[src/rtl/max7219_pkg.sv]
// Shared definitions for the MAX7219 display path: register map, state encoding
// and the driver word format.
package max7219_pkg;

  localparam logic [3:0] ADDR_DIGIT0       = 4'h1;
  localparam logic [3:0] ADDR_DECODE       = 4'h9;
  localparam logic [3:0] ADDR_INTENSITY    = 4'hA;
  localparam logic [3:0] ADDR_SCAN_LIMIT   = 4'hB;
  localparam logic [3:0] ADDR_SHUTDOWN     = 4'hC;
  localparam logic [3:0] ADDR_DISPLAY_TEST = 4'hF;

  localparam int INIT_LEN = 5;

  typedef enum logic [1:0] {
    ST_INIT,
    ST_IDLE,
    ST_FRAME,
    ST_INTENS
  } state_t;

  // Driver word: upper nibble is don't-care on the chip and is always sent as zero.
  function automatic logic [15:0] mk_word(input logic [3:0] addr, input logic [7:0] data);
    return {4'h0, addr, data};
  endfunction

endpackage

[src/rtl/max7219_frame_sched.sv]
// Sequences every MAX7219 register write: power-up configuration, full digit
// frames on update strobes, and intensity rewrites when brightness changes.
//
// state     | meaning
// ----------+-----------------------------------------------------------
// ST_INIT   | streaming the 5-word power-up sequence from the init ROM
// ST_IDLE   | nothing in flight; picks frame first, then intensity
// ST_FRAME  | streaming digit words 1..NUM_DIGITS from the snapshot
// ST_INTENS | single intensity word in flight
module max7219_frame_sched
  import max7219_pkg::*;
#(
  parameter int NUM_DIGITS = 8,
  parameter logic [7:0] DECODE_MODE = 8'h00
) (
  input  logic                    i_clk,
  input  logic                    i_reset,
  input  logic                    i_en,
  input  logic                    i_update_stb,
  input  logic [8*NUM_DIGITS-1:0] i_digits,
  input  logic [3:0]              i_intensity,
  output logic [15:0]             o_word,
  output logic                    o_word_valid,
  input  logic                    i_word_ready,
  output logic                    o_busy,
  output logic                    o_init_done
);

  localparam logic [2:0] LAST_INIT  = 3'(INIT_LEN - 1);
  localparam logic [2:0] LAST_DIGIT = 3'(NUM_DIGITS - 1);

  state_t                  state, state_n;
  logic [2:0]              idx, idx_n, idx_inc;
  logic [8*NUM_DIGITS-1:0] frame_buf, frame_buf_n;
  logic                    frame_pending, pending_n;
  logic [3:0]              last_int, last_int_n;
  logic [15:0]             word_n;
  logic                    valid_n, init_done_n, busy_n;
  logic                    xfer;
  logic [3:0]              digit_addr;
  logic [7:0]              digit_byte;

  // Init ROM; the intensity entry carries the live brightness at load time.
  function automatic logic [15:0] init_rom(input logic [2:0] i, input logic [3:0] inten);
    case (i)
      3'd0:    return mk_word(ADDR_DISPLAY_TEST, 8'h00);
      3'd1:    return mk_word(ADDR_DECODE, DECODE_MODE);
      3'd2:    return mk_word(ADDR_SCAN_LIMIT, 8'(NUM_DIGITS - 1));
      3'd3:    return mk_word(ADDR_INTENSITY, {4'h0, inten});
      default: return mk_word(ADDR_SHUTDOWN, 8'h01);
    endcase
  endfunction

  assign xfer       = o_word_valid && i_word_ready;
  assign idx_inc    = idx + 3'd1;
  assign digit_addr = {1'b0, idx_inc} + ADDR_DIGIT0;
  assign digit_byte = frame_buf[{idx_inc, 3'b000} +: 8];

  // Next-state and next-output logic; every register defaults to holding.
  always_comb begin
    state_n     = state;
    idx_n       = idx;
    frame_buf_n = frame_buf;
    pending_n   = frame_pending | i_update_stb;
    last_int_n  = last_int;
    word_n      = o_word;
    valid_n     = o_word_valid;
    init_done_n = o_init_done;
    case (state)
      ST_INIT: begin
        if (!o_word_valid) begin
          word_n  = init_rom(idx, i_intensity);
          valid_n = 1'b1;
        end else if (xfer) begin
          if (o_word[11:8] == ADDR_INTENSITY) last_int_n = o_word[3:0];
          if (idx == LAST_INIT) begin
            valid_n     = 1'b0;
            idx_n       = 3'd0;
            init_done_n = 1'b1;
            state_n     = ST_IDLE;
          end else begin
            idx_n  = idx_inc;
            word_n = init_rom(idx_inc, i_intensity);
          end
        end
      end
      ST_IDLE: begin
        if (i_en) begin
          if (frame_pending || i_update_stb) begin
            frame_buf_n = i_digits;
            pending_n   = 1'b0;
            idx_n       = 3'd0;
            word_n      = mk_word(ADDR_DIGIT0, i_digits[7:0]);
            valid_n     = 1'b1;
            state_n     = ST_FRAME;
          end else if (i_intensity != last_int) begin
            word_n  = mk_word(ADDR_INTENSITY, {4'h0, i_intensity});
            valid_n = 1'b1;
            state_n = ST_INTENS;
          end
        end
      end
      ST_FRAME: begin
        if (xfer) begin
          if (idx == LAST_DIGIT) begin
            valid_n = 1'b0;
            idx_n   = 3'd0;
            state_n = ST_IDLE;
          end else begin
            idx_n  = idx_inc;
            word_n = mk_word(digit_addr, digit_byte);
          end
        end
      end
      ST_INTENS: begin
        if (xfer) begin
          last_int_n = o_word[3:0];
          valid_n    = 1'b0;
          state_n    = ST_IDLE;
        end
      end
      default: state_n = ST_INIT;
    endcase
    busy_n = (state_n != ST_IDLE);
  end

  // State and registered outputs; reset drops valid immediately and restarts init.
  always_ff @(posedge i_clk or posedge i_reset) begin
    if (i_reset) begin
      state         <= ST_INIT;
      idx           <= 3'd0;
      frame_buf     <= '0;
      frame_pending <= 1'b1;
      last_int      <= 4'h0;
      o_word        <= 16'h0000;
      o_word_valid  <= 1'b0;
      o_busy        <= 1'b1;
      o_init_done   <= 1'b0;
    end else begin
      state         <= state_n;
      idx           <= idx_n;
      frame_buf     <= frame_buf_n;
      frame_pending <= pending_n;
      last_int      <= last_int_n;
      o_word        <= word_n;
      o_word_valid  <= valid_n;
      o_busy        <= busy_n;
      o_init_done   <= init_done_n;
    end
  end

endmodule

[config.mk]
export PLATFORM = sky130hd
export DESIGN_NAME = max7219_frame_sched
export DESIGN_NICKNAME = d
export VERILOG_FILES = /design/src/rtl/max7219_pkg.sv /design/src/rtl/max7219_frame_sched.sv
export SDC_FILE = /design/constraint.sdc
export NUM_CORES = 1
export LEC_CHECK = 0
export ABC_CLOCK_PERIOD_IN_PS = 3700
export CAP_MARGIN = 5
export CORE_ASPECT_RATIO = 1.75
export CORE_MARGIN = 5
export CORE_UTILIZATION = 50
export CTS_CLUSTER_DIAMETER = 80
export DETAILED_ROUTE_END_ITERATION = 16
export PLACE_DENSITY = 0.74
export SLEW_MARGIN = 25
export SYNTH_ARGS = -nofsm -noshare
export SYNTH_HDL_FRONTEND = slang
export SYNTH_SLANG_ARGS = --single-unit
[constraint.sdc]
create_clock -name i_clk -period 3.7 [get_ports i_clk]
set_input_delay 0.555 -clock i_clk [delete_from_list [all_inputs] [get_ports i_clk]]
set_output_delay 0.555 -clock i_clk [all_outputs]
set_load 0.1 [all_outputs]
## After elaboration in Yosys (flattened, before gate mapping)

Index checks and enable logic that the tools add are counted.

- Shifts and indexed selects: 1
- Mux-type cells: 47
- Reductions and logical operators: 13
- Bitwise logic cells: 1
- $add $sub $neg: 2
- Equality and inequality tests: 26

Operator list:

| operator | count |
|---|---|
| $mux W16 | 8 |
| $pmux W11 S4 | 2 |
| $shiftx A64 B7 Y8 | 1 |
| $pmux W16 S3 | 1 |
| $mux W3 | 7 |
| $mux W2 | 9 |
| $ne A2 B2 Y1 const B | 9 |
| $mux W4 | 4 |
| $eq A3 B2 Y1 const B | 4 |
| $mux W1 | 12 |
| $reduce_and A5 Y1 | 2 |
| $ne A3 B3 Y1 const B | 3 |
| $pmux W3 S3 | 1 |
| $pmux W2 S4 | 1 |
| $pmux W4 S2 | 1 |
| $reduce_and A7 Y1 | 1 |
| $eq A3 B1 Y1 const B | 2 |
| $eq A3 B3 Y1 const B | 2 |
| $logic_not A3 Y1 | 2 |
| $reduce_and A6 Y1 | 1 |
| $add A3 B1 Y4 const B | 1 |
| $eq A2 B2 Y1 const B | 2 |
| $eq A4 B4 Y1 const B | 1 |
| $ne A4 B4 Y1 | 1 |
| other kinds (12) | 12 |

- Input port bits: 73
- Logic and storage cells: 99
- Register bits after elaboration: 93
- Output and inout port bits: 19

## Logic depth before layout (Yosys ltp)

- Word-level depth: 7
- Gate-level depth with buffers: 11
- Mapped depth without buffers: 8

## Least setup slack after synthesis

No wires, ideal clock.

- Path kind: reg2reg
- Start: reg idx[0]
- End: reg o_word[2]
- Setup time: 122 ps
- Slack: 1514 ps
- Buffers on the path: 1
- Required time: 3578 ps
- Clock period less this slack: 2186 ps
- Data arrival time: 2063 ps
- Cell stages (with the launch flop): 9
- Cell sequence: dfrtp_1 > ha_1 > ha_1 > buf_6 > mux4_2 > mux2i_1 > o221ai_1 > o21ai_2 > o21ai_2

- Longest elaborated chain between the ends: 7
- Elaborated cells on any way between the ends: 23
- Classes of those cells: 1 x add/sub; 10 x eq/ne; 1 x shift; 8 x mux; 3 x reduce/logical

RTL lines:

| item | RTL line | source |
|---|---|---|
| from (decl) | max7219_frame_sched.sv:33 | `logic [2:0] idx, idx_n, idx_inc;` |
| from (signal assigned) | max7219_frame_sched.sv:141 | `idx <= idx_n;` |
| parallel branches: the longest is 7 deep, another holds $add A3 B1 Y3 | -- |  |
| to (signal assigned) | max7219_frame_sched.sv:145 | `o_word <= word_n;` |
| to (decl) | max7219_frame_sched.sv:22 | `output logic [15:0] o_word,` |

Several ways; the timed one is not identified. The select of a mux whose other input is x is not followed.
A chain may end at the register's enable or synchronous reset.

## Final worst setup path

- Start: reg o_word_valid
- End: out o_word_valid

RTL lines:

| item | RTL line | source |
|---|---|---|
| from (decl) | max7219_frame_sched.sv:23 | `output logic o_word_valid,` |
| from (signal assigned) | max7219_frame_sched.sv:146 | `o_word_valid <= valid_n;` |

No word-level cell between the ends.

==> out/results.ini <==
[floorplanning]
die_height_microns = 138
die_w_microns = 83
ios = 92
rows = 46
core_sq_mm = 0.00909
die_area_sq_mm = 0.0114
initial_core_util = 0.513

[cts]
cts_buffers = 9
cts.sinks = 89
tritoncts = built
cts_resized = 0
cts_max_level = 3
clk_pin_slew_ns = 0.06
cts_setup_buffers = 0
clk_latency_ns = 0.34
cts_max_path_buffers = 2
hold_buffers = 0
cts_root_buffer = clkbuf_16

[setup_path]
r2r_start = idx[0]
cp-start-kind = register
path_buf_inv = 1
max_stage_delay_ns = 1.25
worst-path-stages = 1
regToRegSetupSlack_ns = 1.01
endpoint_kind = output port
crit_type = register to output port
path_cells = clkdlybuf4s50_1
crit_fanout = 18
critPathRequiredTime_ns = 3.14
critPathSlowestCell = clkdlybuf4s50_1
reg2reg_depth = 8
cp.arrival_ns = 2.31
r2r_end = o_word[1]
critPathTopFamily = buffers and inverters

[route]
drtPass1Iterations = 5
highest_layer = met4
ant_nets = 0
wl_met3_microns = 420
wl_met2_microns = 5790
drc = 0
viasPerCell = 5.67
drt_iter0_markers = 119
totalWireLength_microns = 10500
wirelength_met1_microns = 3880
wl_per_cell_microns = 18.0
vias = 3307

[layout]
drive_above_1_share = 0.248
fin_cells = 583
n_fill_cell = 761
area_delta_synth_final_pct = 26.8
finalNetCount = 543
final_area_sq_mm = 0.00591
seqCellArea_sq_mm = 0.00223
multiInputGateArea_sq_mm = 0.00225
diodes = 0

[logic_synthesis]
synth_mux_area_frac = 0.264
yosysTopAreaCellShare = 0.467
synth-simple-area-share = 0.0722
synthFlopType = dfrtp_1
synth.area.top_cells = dfrtp_1 (47%), mux2_2 (16%), mux4_2 (6.3%), nand2_1 (3.1%), ha_1 (3.0%)
post-synth-top-count-cell = dfrtp_1
synth-seq-cells = 89
synth_cell_types = 55
yosysWarnings = 0
yosys.area.top_type = dfrtp_1
synth_edf_count = 0
synth_common_cells = dfrtp_1 (87), mux2_2 (68), nand2_1 (39)
ys_seq_area_frac = 0.478
avgSynthCellArea_sq_um = 12.4
synth_compound_area_frac = 0.105
synthAdderAreaFrac = 0.0295
async_reset_ff_frac = 1.00
syn_area_sq_mm = 0.00466
synthCells = 377
synthXorXnorAreaFrac = 0.00751
synth_top_family_by_area = multiplexers

[sta]
timing.setup.tns_ns = 0
timing.slew.headroom = 0.350
period_needed_ns = 2.87
rsz0062_at_grt = no
whs_ns = 0.479
setup_violations = 0
tightest_slew_ns = 0.973
period_share = 0.776
finClkSkew_ns = 0.00724
hold_viol_final = 0
max_freq_mhz = 348
finalMaxSlewViolations = 0

[place]
place_hpwl_microns = 7770
place_area_sq_mm = 0.00561
routabilityCongestion = 0.922
portBuffers = 87
dp.cells = 568

[global_route]
grt.overflow.total = 0
antenna_found_initial = 0
grt_pass1_wl_microns = 17000
grt_max_degree = 90
grt_use_total = 0.188
grt_pass1_vias = 3583

[pwr]
p_leak_nw = 2.48
ir_drop_mv = 0.430
p_per_area_mw_per_mm2 = 967

[min_path]
hp-class = register to register
worstHoldStart = o_init_done
hold_end = o_init_done
min_path_cells = 1

[job]
cap_violations = 0

[run_status]
status = complete, no violations

stage by stage:
stage	util	total power, mW	setup WS, ns
global placement	0.617	4.73	1.04
floorplan	-	4.16	0.841
global route	0.650	6.07	0.788
detailed placement	0.617	4.82	0.981
CTS	0.650	5.75	0.842
finish	0.650	5.72	0.830
report_power, final:
group | total, mW | internal (mW) | switching [mW]
clock network | 0.916 | 0.557 | 0.360
registers | 1.79 | 1.48 | 0.310
logic | 3.02 | 1.35 | 1.67
area by class of cell:
cell class | instances | share of cell area
inverters | 12 | 0.00783
flip-flops and latches | 89 | 0.377
clock buffers | 13 | 0.0440
multi-input cells | 254 | 0.380
clock inverters | 2 | 0.00635
well taps | 120 | 0.0254
repair buffers | 93 | 0.159
metal layers:
layer	track usage	vias to the layer above
met3	0.0287	30
met1	0.208	1635
met4	0.101	0
met2	0.345	103
li1	-	1539
met5	0	-
sequential cells by signal, indices dropped and copies added (netlist names):
register	flops
frame_buf	64
o_word	12
last_int	4
idx	3
state	2
frame_pending	1
o_busy	1
o_init_done	1
o_word_valid	1
cells in the final DEF, fill, tap and decap left out, types with 5 or more instances in the layout:
cell type        instances
clkbuf_16                9
inv_1                   11
nor2_1                  11
o21ai_0                 16
ha_1                    11
mux2_2                  68
clkdlybuf4s50_1         87
a21oi_1                  7
nand2_1                 39
mux2i_1                  8
o21ai_1                  6
dfrtp_1                 87
mux4_2                  13
a31oi_1                  5
worst max path at each step:
stage | from | end
after CTS | o_word_valid | o_word_valid
final | o_word_valid | o_word_valid
after detailed placement | i_intensity[0] | o_word[11]
after floorplan | i_reset | frame_buf[0]
after global placement | i_intensity[0] | o_word[11]
after global routing | idx[0] | o_word[1]
kinds of logic (layout without fill, tap and decap cells):
kind of cell    Yosys count  count (layout)
compound gates           70              70
mux                      93              93
other cells               1               4
buf+inv                  37             120
xor+xnor                  4               4
fa+ha+maj                11              11
flops                    89              89
simple gates             72              72
Power figures use the tool's default switching activity.
